**config.mk**
```make
export PLATFORM = sky130hd
export DESIGN_NAME = lcd_access_arbiter
export DESIGN_NICKNAME = d
export VERILOG_FILES = /design/src/rtl/lcd_access_arbiter.sv
export SDC_FILE = /design/constraint.sdc
export NUM_CORES = 1
export LEC_CHECK = 0
export BUFFER_PORTS_ARGS = -buffer_cell sky130_fd_sc_hd__buf_2
export CAP_MARGIN = 40
export CORE_UTILIZATION = 55
export CTS_CLUSTER_SIZE = 25
export DETAILED_ROUTE_END_ITERATION = 10
export GPL_TIMING_DRIVEN = 0
export PLACE_DENSITY = 0.75
export SLEW_MARGIN = 10
export SYNTH_ARGS = -nofsm -noshare
export SYNTH_HDL_FRONTEND = slang
export SYNTH_SLANG_ARGS = --single-unit
export TNS_END_PERCENT = 30
```
**constraint.sdc**
```tcl
create_clock -name clk -period 2.7 [get_ports clk]
set_input_delay 0.675 -clock clk [delete_from_list [all_inputs] [get_ports clk]]
set_output_delay 0.675 -clock clk [all_outputs]
set_load 0.005 [all_outputs]
```
**src/rtl/lcd_access_arbiter.sv**
```systemverilog
`timescale 1ns/1ps
// lcd_access_arbiter
// Round-robin arbiter between two requesters sharing an LCD1602 controller.
// The granted requester's 4-bit value is latched into its own display field,
// the controller's ready input is strobed for READY_CYCLES cycles, and a
// hold-off of HOLD_CYCLES cycles lets the controller finish its write sequence.
//
// Ports:
//   clk          system clock
//   reset        asynchronous active-low reset
//   req0/req1    level requests, held until the matching ack
//   data0/data1  values for in1_o / in2_o, sampled on grant
//   ack0/ack1    one-cycle grant acknowledges
//   in1_o/in2_o  registered display fields
//   ready_o      strobe to the LCD controller ready_i
//   busy_o       high whenever the arbiter is not idle
//   last_grant   index of the most recently granted requester
module lcd_access_arbiter #(
    parameter int unsigned READY_CYCLES = 4,
    parameter int unsigned HOLD_CYCLES  = 2_000_000
) (
    input  logic       clk,
    input  logic       reset,
    input  logic       req0,
    input  logic [3:0] data0,
    output logic       ack0,
    input  logic       req1,
    input  logic [3:0] data1,
    output logic       ack1,
    output logic [3:0] in1_o,
    output logic [3:0] in2_o,
    output logic       ready_o,
    output logic       busy_o,
    output logic       last_grant
);

    localparam int unsigned MAX_CYCLES = (READY_CYCLES > HOLD_CYCLES) ? READY_CYCLES : HOLD_CYCLES;
    localparam int unsigned CNT_W      = (MAX_CYCLES > 1) ? $clog2(MAX_CYCLES) : 1;

    typedef enum logic [1:0] {
        IDLE   = 2'd0,
        STROBE = 2'd1,
        HOLD   = 2'd2
    } state_t;

    state_t             state;
    logic [CNT_W-1:0]   cnt;
    logic               grant_idx;

    // On a tie the requester that was not served last wins; otherwise whoever asks.
    assign grant_idx = (req0 && req1) ? ~last_grant : req1;

    // Arbiter FSM with shared strobe/hold down-counter; all outputs registered.
    always_ff @(posedge clk or negedge reset) begin
        if (!reset) begin
            state      <= IDLE;
            cnt        <= '0;
            ready_o    <= 1'b0;
            ack0       <= 1'b0;
            ack1       <= 1'b0;
            in1_o      <= 4'h0;
            in2_o      <= 4'h0;
            last_grant <= 1'b1;
            busy_o     <= 1'b0;
        end else begin
            ack0 <= 1'b0;
            ack1 <= 1'b0;
            case (state)
                IDLE: begin
                    if (req0 || req1) begin
                        if (grant_idx) begin
                            ack1  <= 1'b1;
                            in2_o <= data1;
                        end else begin
                            ack0  <= 1'b1;
                            in1_o <= data0;
                        end
                        last_grant <= grant_idx;
                        ready_o    <= 1'b1;
                        busy_o     <= 1'b1;
                        cnt        <= CNT_W'(READY_CYCLES - 1);
                        state      <= STROBE;
                    end
                end
                STROBE: begin
                    if (cnt == '0) begin
                        ready_o <= 1'b0;
                        cnt     <= CNT_W'(HOLD_CYCLES - 1);
                        state   <= HOLD;
                    end else begin
                        cnt <= cnt - CNT_W'(1);
                    end
                end
                HOLD: begin
                    if (cnt == '0) begin
                        busy_o <= 1'b0;
                        state  <= IDLE;
                    end else begin
                        cnt <= cnt - CNT_W'(1);
                    end
                end
                default: begin
                    ready_o <= 1'b0;
                    busy_o  <= 1'b0;
                    cnt     <= '0;
                    state   <= IDLE;
                end
            endcase
        end
    end

endmodule
```
==> out/results.env, run 1 <==
RUN_STATUS='finished, final reports clean'
SYNTH_ENABLE_FLOP_CELLS=0
GRT_FIRST_PASS_WIRELENGTH_UM=7596
GRT_ANTENNA_BEFORE_REPAIR=0
WORST_SKEW_PAIR.LATE_LATENCY_NS=0.35
SYNTH.NET_COUNT=233
YOSYSUNIQUECELLTYPES=53
SYNTH_CELLS=220
WORST_SETUP_PATH_END_KIND='flip-flop'
HOLD_VIOL_FINAL=0
SYNTH_AREA_PER_CELL_UM2=9.088
DRT-TOTAL-WL_UM=4276
WORST_CLOCK_SKEW_NS=0.01503
SYNTHMUXAREASHARE_PCT=0.5006
INTERNAL_POWER_W=0.0009777
PORT_BUFFERS=23
DIE_W_UM=62.30
PWR_DENSITY_CELL_nW_PER_UM2=629.0
DRC_ERRORS=0
VIAS=1795
CLK_PWR_SHARE_PCT=25.9
UNREPAIRED_SETUP_ENDPOINTS_AFTER_GLOBAL_ROUTING='true'
MAX-VDD-IR-DROP_uV=308.1
LAYOUT_MIN_CYCLE_TIME_NS=2.581
POWER_W=0.001431
SWSHARE_PCT=31.67
ANT_NETS=0
SYNTH_SEQ_AREA_SHARE_PCT=45.12
PLACEABLECOREAREA_UM2=3416
DOMINANT_COMBINATIONAL_CELL_FAMILY_BY_AREA_AFTER_SYNTHESIS='simple AND/OR/NAND/NOR gates'
SYNTHSIMPLEGATEAREAFRAC_PCT=26.10
DRT_ITER0_MARKERS=153
TRITONCTS='done'
CP_DATA_REQUIRED_TIME_NS=2.92
CLOCK-ROOT-BUFFER='clkbuf_4'
SEQ_POWER_SHARE_PCT=51.9
WORST-SETUP-PATH-TYPE='reg -> reg'
MAXSLEWHEADROOM_PCT=49.09
NUM_ROWS=21
FINAL.PERIOD_UTILIZATION_PCT=95.58
SYNTH_COMPOUND_AREA_SHARE_PCT=20.90
ANTENNA_DIODE_COUNT=0
YS_SEQ_ELEMENTS=36
PLACED_CELL_AREAS_UM2=2183
INITIAL_CORE_UTIL_PCT=58.53
FINALNETCOUNT=266
COMBINATIONALPOWERSHARE_PCT=22.2
GRT_START_MAX_NET_PINS=37
POWER.NET_SWITCHING_W=0.0004532
FINAL.FILL_COUNT=294
MAXIMUM_NET_FANOUT_ON_THE_CRITICAL_PATH=7
DIE_AREA_UM2=3881
CTS_HTREE_LEVELS=2
GPL.FINAL_WEIGHTED_CONGESTION=0.8919
WL_PER_CELL_UM=14.25
FIRST_GLOBAL_VIAS=1620
DETAILED_PLACE_HPWL_UM=3069
MAXCAP_VIOL_COUNT=0
NETLIST_AREA_UM2=1999
FMAXACHIEVABLE_GHz=0.3875
POSTSYNTH.TOPFLOPCELL='dfrtp_1'
WORSTREGTOREGCELLS=9
DRIVE_ABOVE_1_SHARE_PCT=21.26
SYN2LAYOUT_AREA_GROWTH_PCT=13.77
PARITY_GATE_SHARE_OF_THE_SYNTHESIZED_AREA_COUNTING_XOR_AND_XNOR_CELLS_PCT=2.190
CP-START-KIND='flip-flop'
DRV_SLEW=0
WORST_HOLD_PATH_TYPE='in -> async'
CTS_BUFFER_DEPTH=2
GRTUSAGETOTAL_PCT=24.76
YOSYS_WARNINGS=0
DIE_Y_UM=62.30
GLOBALROUTE.TOTALOVERFLOW=0
SINK_COUNT_OF_THE_CLOCK_TREE=36
COUNT_OF_ENDPOINTS_FAILING_SETUP_IN_THE_FINAL_REPORT=0
DRT_PASS1_ITERATIONS=4
SYNTHADDERAREAFRAC_PCT=0.6258
P_LEAK_nW=1.063
CLK_PIN_SLEW_NS=0.11
ASYNC_FLOP_SHARE_PCT=100.0
VIA_PER_INST=5.983
FIN_AREA_UM2=2275
CTS-BUFFERS-INSERTED=5
CRITPATHARRIVALTIME_NS=2.81
IO-PIN-COUNT=25
WORST-SLEW-PIN-TRANSITION_NS=0.7637
-- metal layers --
metal  wire (um)  vias up  global-route usage [%]
met3         213       10                   4.963
met2        1957       43                   35.99
met1        2045      873                   36.66
li1            -      869                       -
met5           0        -                       0
met4          59        0                   8.721
-- worst paths after layout --
check / start / to / slack [ns]
max: cnt[1]$_DFFE_PN0P_ / cnt[16]$_DFFE_PN0P_ / 0.12
min: reset / cnt[11]$_DFFE_PN0P_ / 0.40
max reg2reg: cnt[1]$_DFFE_PN0P_ / cnt[16]$_DFFE_PN0P_ / 0.12
min reg2reg: in2_o[1]$_DFFE_PN0P_ / in2_o[1]$_DFFE_PN0P_ / 0.48
max in group asynchronous: reset / cnt[18]$_DFFE_PN0P_ / 1.82
min in group clk: in2_o[1]$_DFFE_PN0P_ / in2_o[1]$_DFFE_PN0P_ / 0.48
-- cell usage after synthesis, types with 2 or more instances --
cell type	instances	area share (%)
nand2_1	36	6.8
dfrtp_1	35	44
nor2_1	17	3.2
a21oi_1	16	4.0
inv_1	10	1.9
nor3_1	10	2.5
a31oi_1	7	2.2
or4_1	7	2.6
clkbuf_1	6	1.1
o21ai_0	6	1.5
nand3_1	5	1.3
or3_1	4	1.3
xnor2_1	4	1.8
a2111oi_2	3	2.3
nor4_1	3	0.94
o32ai_1	3	1.3
a211o_1	2	0.88
a21oi_2	2	0.88
and3_1	2	0.63
buf_6	2	1.1
nand2b_1	2	0.63
nor2b_1	2	0.63
nor4_4	2	2.1
o221ai_1	2	0.88
o311ai_0	2	0.88
o31ai_1	2	0.75
or2b_1	2	0.75
-- through the flow --
stage          TNS, ns  utilization [%]  setup slack [ns]  instances  hold WS, ns
2_1_floorplan        0                -            0.3762        220       0.3794
3_3_place_gp   -0.7123            63.59           -0.1117        289       0.4543
4_1_cts              0            66.15           0.03907        298       0.4271
5_1_grt        -0.1169            66.59          -0.06746        300       0.4640
6_report             0            66.59            0.1195        300       0.3963
3_5_place_dp         0            63.92           0.08334        290       0.4580
-- area by class of cell --
| cell class | count | area, um2 | share of cell area [%] |
|---|---|---|---|
| clock buffer | 6 | 41.29 | 1.815 |
| clock inverter | 2 | 35.03 | 1.540 |
| multi-input combinational | 164 | 1012 | 44.50 |
| sequential | 36 | 902.1 | 39.66 |
| buffer | 10 | 53.80 | 2.365 |
| inverter | 10 | 37.54 | 1.650 |
| tap | 46 | 57.56 | 2.530 |
| timing repair buffer | 26 | 135.1 | 5.941 |
-- timing repair --
item | CTS | global route
hold buffers | 0 | 0
setup buffers | 0 | 2
resized for setup | 0 | 0
endpoints found under the setup margin | 0 | 11
-- registers in the layout (all words and copies together) (netlist names) --
| name | flops |
|---|---|
| in2_o | 4 |
| ack1 | 1 |
| cnt | 21 |
| ack0 | 1 |
| last_grant | 1 |
| in1_o | 4 |
| busy_o | 1 |
| state | 2 |
| ready_o | 1 |
-- cells in the final DEF, fill, tap and decap left out, types with 4 or more instances in the layout --
| master | Yosys | final |
|---|---|---|
| nor3_1 | 10 | 10 |
| a21oi_1 | 16 | 16 |
| buf_2 | 1 | 25 |
| clkbuf_1 | 6 | 7 |
| nand2_1 | 36 | 36 |
| nand3_1 | 5 | 5 |
| o21ai_0 | 6 | 6 |
| xnor2_1 | 4 | 4 |
| inv_1 | 10 | 10 |
| a31oi_1 | 7 | 7 |
| dfrtp_1 | 35 | 35 |
| or4_1 | 7 | 7 |
| or3_1 | 4 | 4 |
| nor2_1 | 17 | 17 |
| clkbuf_4 | 0 | 5 |
-- worst max-delay path, stage by stage (launching register included) --
cell       delay, ns
dfrtp_1         0.43
inv_1           0.09
ha_1            0.20
or3b_2          0.45
clkbuf_1        0.19
or2_2           0.32
clkbuf_1        0.21
a2111oi_2       0.35
xnor2_1         0.16
nor2_1          0.06
-- power by group through the flow --
stage,clock network [W],registers (W),logic [W]
6_report,0.000371,0.000742,0.000318
5_1_grt,0.000401,0.000766,0.000361
4_1_cts,0.000378,0.000742,0.000319
3_5_place_dp,0,0.000752,0.000315
3_3_place_gp,0,0.000750,0.000307
2_1_floorplan,0,0.000726,0.000250
-- cell families (layout without fill, tap and decap cells) --
| kind of cell | count (synthesis) | count (layout) |
|---|---|---|
| AND/OR/NAND/NOR | 100 | 100 |
| AO/OA/AOI/OAI | 57 | 57 |
| adder cells (fa/ha/maj) | 1 | 1 |
| buffers and inverters | 20 | 54 |
| flip-flops | 36 | 36 |
| XOR/XNOR | 5 | 5 |
| multiplexers | 1 | 1 |
No activity file was read; power rests on OpenSTA's default activity.
==> inputs of run 2 (changes only) <==
--- a/config.mk
+++ b/config.mk
@@ -5,13 +5,16 @@
 export SDC_FILE = /design/constraint.sdc
 export NUM_CORES = 1
 export LEC_CHECK = 0
+export ABC_CLOCK_PERIOD_IN_PS = 2700
 export BUFFER_PORTS_ARGS = -buffer_cell sky130_fd_sc_hd__buf_2
 export CAP_MARGIN = 40
 export CORE_UTILIZATION = 55
+export CTS_BUF_LIST = sky130_fd_sc_hd__clkbuf_4
 export CTS_CLUSTER_SIZE = 25
 export DETAILED_ROUTE_END_ITERATION = 10
 export GPL_TIMING_DRIVEN = 0
 export PLACE_DENSITY = 0.75
+export RECOVER_POWER = 50
 export SLEW_MARGIN = 10
 export SYNTH_ARGS = -nofsm -noshare
 export SYNTH_HDL_FRONTEND = slang
==> out/results.env, run 2 (synthesis results as in run 1) <==
RUN_STATUS='finished, violations left'
VIOLATIONS='capacitance limit, slew limit'
MAXCAP_VIOL_COUNT=1  # +1
VIA_PER_INST=5.990  # +0.11%
VIAS=1797  # +0.11%
DRIVE_ABOVE_1_SHARE_PCT=21.26  # unchanged
MULTI_INPUT_AREA_UM2=1012  # unchanged
DIE_AREA_UM2=3881  # unchanged
CRIT_CHAIN='inv_1, ha_1, or3b_2, clkbuf_1, or2_2, clkbuf_1, a2111oi_2, xnor2_1, nor2_1'
WORST_SKEW_PAIR.LATE_LATENCY_NS=0.35  # about the same
WORST_HOLD_STARTPOINT='in2_o[1]$_DFFE_PN0P_'
WORST-SETUP-PATH-TYPE='reg -> reg'
LARGEST_REGISTERS_IN_THE_FINAL_LAYOUT='cnt (21), in1_o (4), in2_o (4)'
FINALNETCOUNT=266  # unchanged
PWR_DENSITY_CELL_nW_PER_UM2=633.1  # +0.64%
GRT_ANTENNA_BEFORE_REPAIR=0  # unchanged
PLACEABLECOREAREA_UM2=3416  # unchanged
FMAXACHIEVABLE_GHz=0.3877  # about the same
DRV_SLEW=37  # +37
ANTENNA_DIODE_COUNT=0  # unchanged
FINISH.UTILIZATION_PCT=66.67  # +0.073 points
PRECTSSETUPSLACK_NS=0.08334  # unchanged
CRIT-REG2REG-CAPTURE='cnt[16]$_DFFE_PN0P_'
CP_DATA_REQUIRED_TIME_NS=2.92  # about the same
TRITONCTS='done'
HOLD-WORST-SLACK_NS=0.4808  # +0.08443 ns
WORSTREGTOREGCELLS=9  # unchanged
TIMING.REG2REG.SETUP_SLACK_NS=0.12  # about the same
WORST_HOLD_PATH_TYPE='reg -> reg'
DIE_Y_UM=62.30  # unchanged
GRT_START_MAX_NET_PINS=37  # unchanged
DIE_W_UM=62.30  # unchanged
PATH_DELAY_FAMILY='simple AND/OR/NAND/NOR gates'
WL_PER_CELL_UM=14.17  # -0.61%
SLOWEST_DELAY_NS=0.45  # about the same
GRT_FIRST_PASS_WIRELENGTH_UM=7555  # -0.54%
CTS_BUFFER_DEPTH=2  # unchanged
INSTANCES_NO_FILL=300  # unchanged
GLOBALROUTE.TOTALOVERFLOW=0  # unchanged
CTS-BUFFERS-INSERTED=5  # unchanged
POST-ROUTE-WORST-SETUP-SLACK_NS=0.1207  # +0.001229 ns
MAX_FFS_PER_REGISTER=21  # unchanged
CLK_PIN_SLEW_NS=0.11  # about the same
DRT_ITER0_MARKERS=107  # -30%
LAYOUT_COMMONEST_CELL='nand2_1'
FIN_AREA_UM2=2277  # +0.11%
COMMONEST_CELLS_AFTER_ROUTING_FILL_AND_TAPS_ASIDE='36 x nand2_1, 35 x dfrtp_1, 24 x buf_2, 17 x nor2_1, 16 x a21oi_1'
FIRST_GLOBAL_VIAS=1601  # -1.2%
PLACED_CELL_AREAS_UM2=2183  # unchanged
CP_DOMINANT_CELL_BY_COUNT='clkbuf_1'
COUNT_OF_ENDPOINTS_FAILING_SETUP_IN_THE_FINAL_REPORT=0  # unchanged
LAYOUT_MIN_CYCLE_TIME_NS=2.579  # -0.001229 ns
PORT_BUFFERS=23  # unchanged
SEQUENTIAL_CELL_AREA_UM2=902.1  # unchanged
MAXIMUM_NET_FANOUT_ON_THE_CRITICAL_PATH=7  # unchanged
GPL.FINAL_WEIGHTED_CONGESTION=0.8919  # unchanged
DRC_ERRORS=0  # unchanged
SYN2LAYOUT_AREA_GROWTH_PCT=13.89
FINAL.FILL_COUNT=294  # unchanged
WORST_CLOCK_SKEW_NS=0.01140  # -0.003624 ns
CRITPATHSLOWESTCELL='or3b_2'
DRT-TOTAL-WL_UM=4250  # -0.61%
FINAL.PERIOD_UTILIZATION_PCT=95.53  # about the same
DRT_PASS1_ITERATIONS=4  # unchanged
IO-PIN-COUNT=25  # unchanged
HOLD_VIOL_FINAL=0  # unchanged
DETAILED_PLACE_HPWL_UM=3069  # unchanged
NUM_ROWS=21  # unchanged
WORST-SLEW-PIN-TRANSITION_NS=1.833  # +1.069 ns
MAX-VDD-IR-DROP_uV=307.7  # -0.12%
CRITPATHARRIVALTIME_NS=2.80  # about the same
SINK_COUNT_OF_THE_CLOCK_TREE=36  # unchanged
PLACED_CELLS_INCL_TAPS=290  # unchanged
P_LEAK_nW=1.064  # about the same
INITIAL_CORE_UTIL_PCT=58.53  # unchanged
CLOCK-ROOT-BUFFER='clkbuf_4'
CP-START-KIND='flip-flop'
REGTOREGSTARTPOINT='cnt[1]$_DFFE_PN0P_'
UNREPAIRED_SETUP_ENDPOINTS_AFTER_GLOBAL_ROUTING='true'
WORST_MIN_DELAY_PATH_ENDPOINT='in2_o[1]$_DFFE_PN0P_'
MOST_FLOPS_REGISTER='cnt'
ANT_NETS=0  # unchanged
WORST_SETUP_PATH_END_KIND='flip-flop'
CTS_HTREE_LEVELS=2  # unchanged
CRITICAL_PATH.STARTPOINT='cnt[1]$_DFFE_PN0P_'
PATH_BUF_INV=3  # unchanged
MAXSLEWHEADROOM_PCT=-22.18  # -71 points
POST_CTS_RESIZED=0  # unchanged
HOLD_DEPTH=2
GRTUSAGETOTAL_PCT=24.68  # -0.079 points
==> run 2: through the flow <==
stage	power (W)	TNS, ns
after floorplan	0.0009757	0
after global placement	0.001056	-0.7123
after detailed placement	0.001067	0
after CTS	0.001448	0
after global routing	0.001537	-0.1195
final	0.001442	0
==> run 2: what timing repair did <==
action,4_1_cts,5_1_grt
buffers inserted,0,2
endpoints found under the hold margin,0,0
setup endpoints to repair,0,11
hold buffers,0,0
==> run 2: metal layers <==
metal | GRT usage, % | up-vias | part of all wire (%)
li1 | - | 870 | -
met4 | 8.721 | 0 | 0.99
met3 | 4.963 | 7 | 5.4
met1 | 36.90 | 865 | 48
met2 | 35.44 | 55 | 45
met5 | 0 | - | 0
==> run 2: how the worst max path moves through the flow <==
stage                           to  slack (ns)  cells past startpoint
2_1_floorplan  cnt[14]$_DFFE_PN0P_        0.38                      9
3_3_place_gp   cnt[15]$_DFFE_PN0P_       -0.11                      6
3_5_place_dp   cnt[18]$_DFFE_PN0P_        0.08                      8
4_1_cts        cnt[10]$_DFFE_PN0P_        0.04                      8
5_1_grt        cnt[16]$_DFFE_PN0P_       -0.07                      9
6_report       cnt[16]$_DFFE_PN0P_        0.12                      9
==> run 2: layout make-up <==
type,count,share of cell area (%)
buffer,10,2.363
timing repair buffer,26,5.879
inverter,10,1.648
clock buffer,6,1.978
clock inverter,2,1.538
sequential,36,39.62
tap,46,2.527
multi-input combinational,164,44.45
==> run 2: worst min-delay path: cells and delay by family, from the launching register on <==
family | cells | cell delay, ns
DFF | 1 | 0.36
and+or+nand+nor | 2 | 0.10
==> run 2: where the power goes <==
group | total (W) | switching (W) | internal, W
clock network | 0.000383 | 0.000179 | 0.000204
registers | 0.000743 | 0.000107 | 0.000636
logic | 0.000316 | 0.000168 | 0.000148
total | 0.00144 | 0.000454 | 0.000987
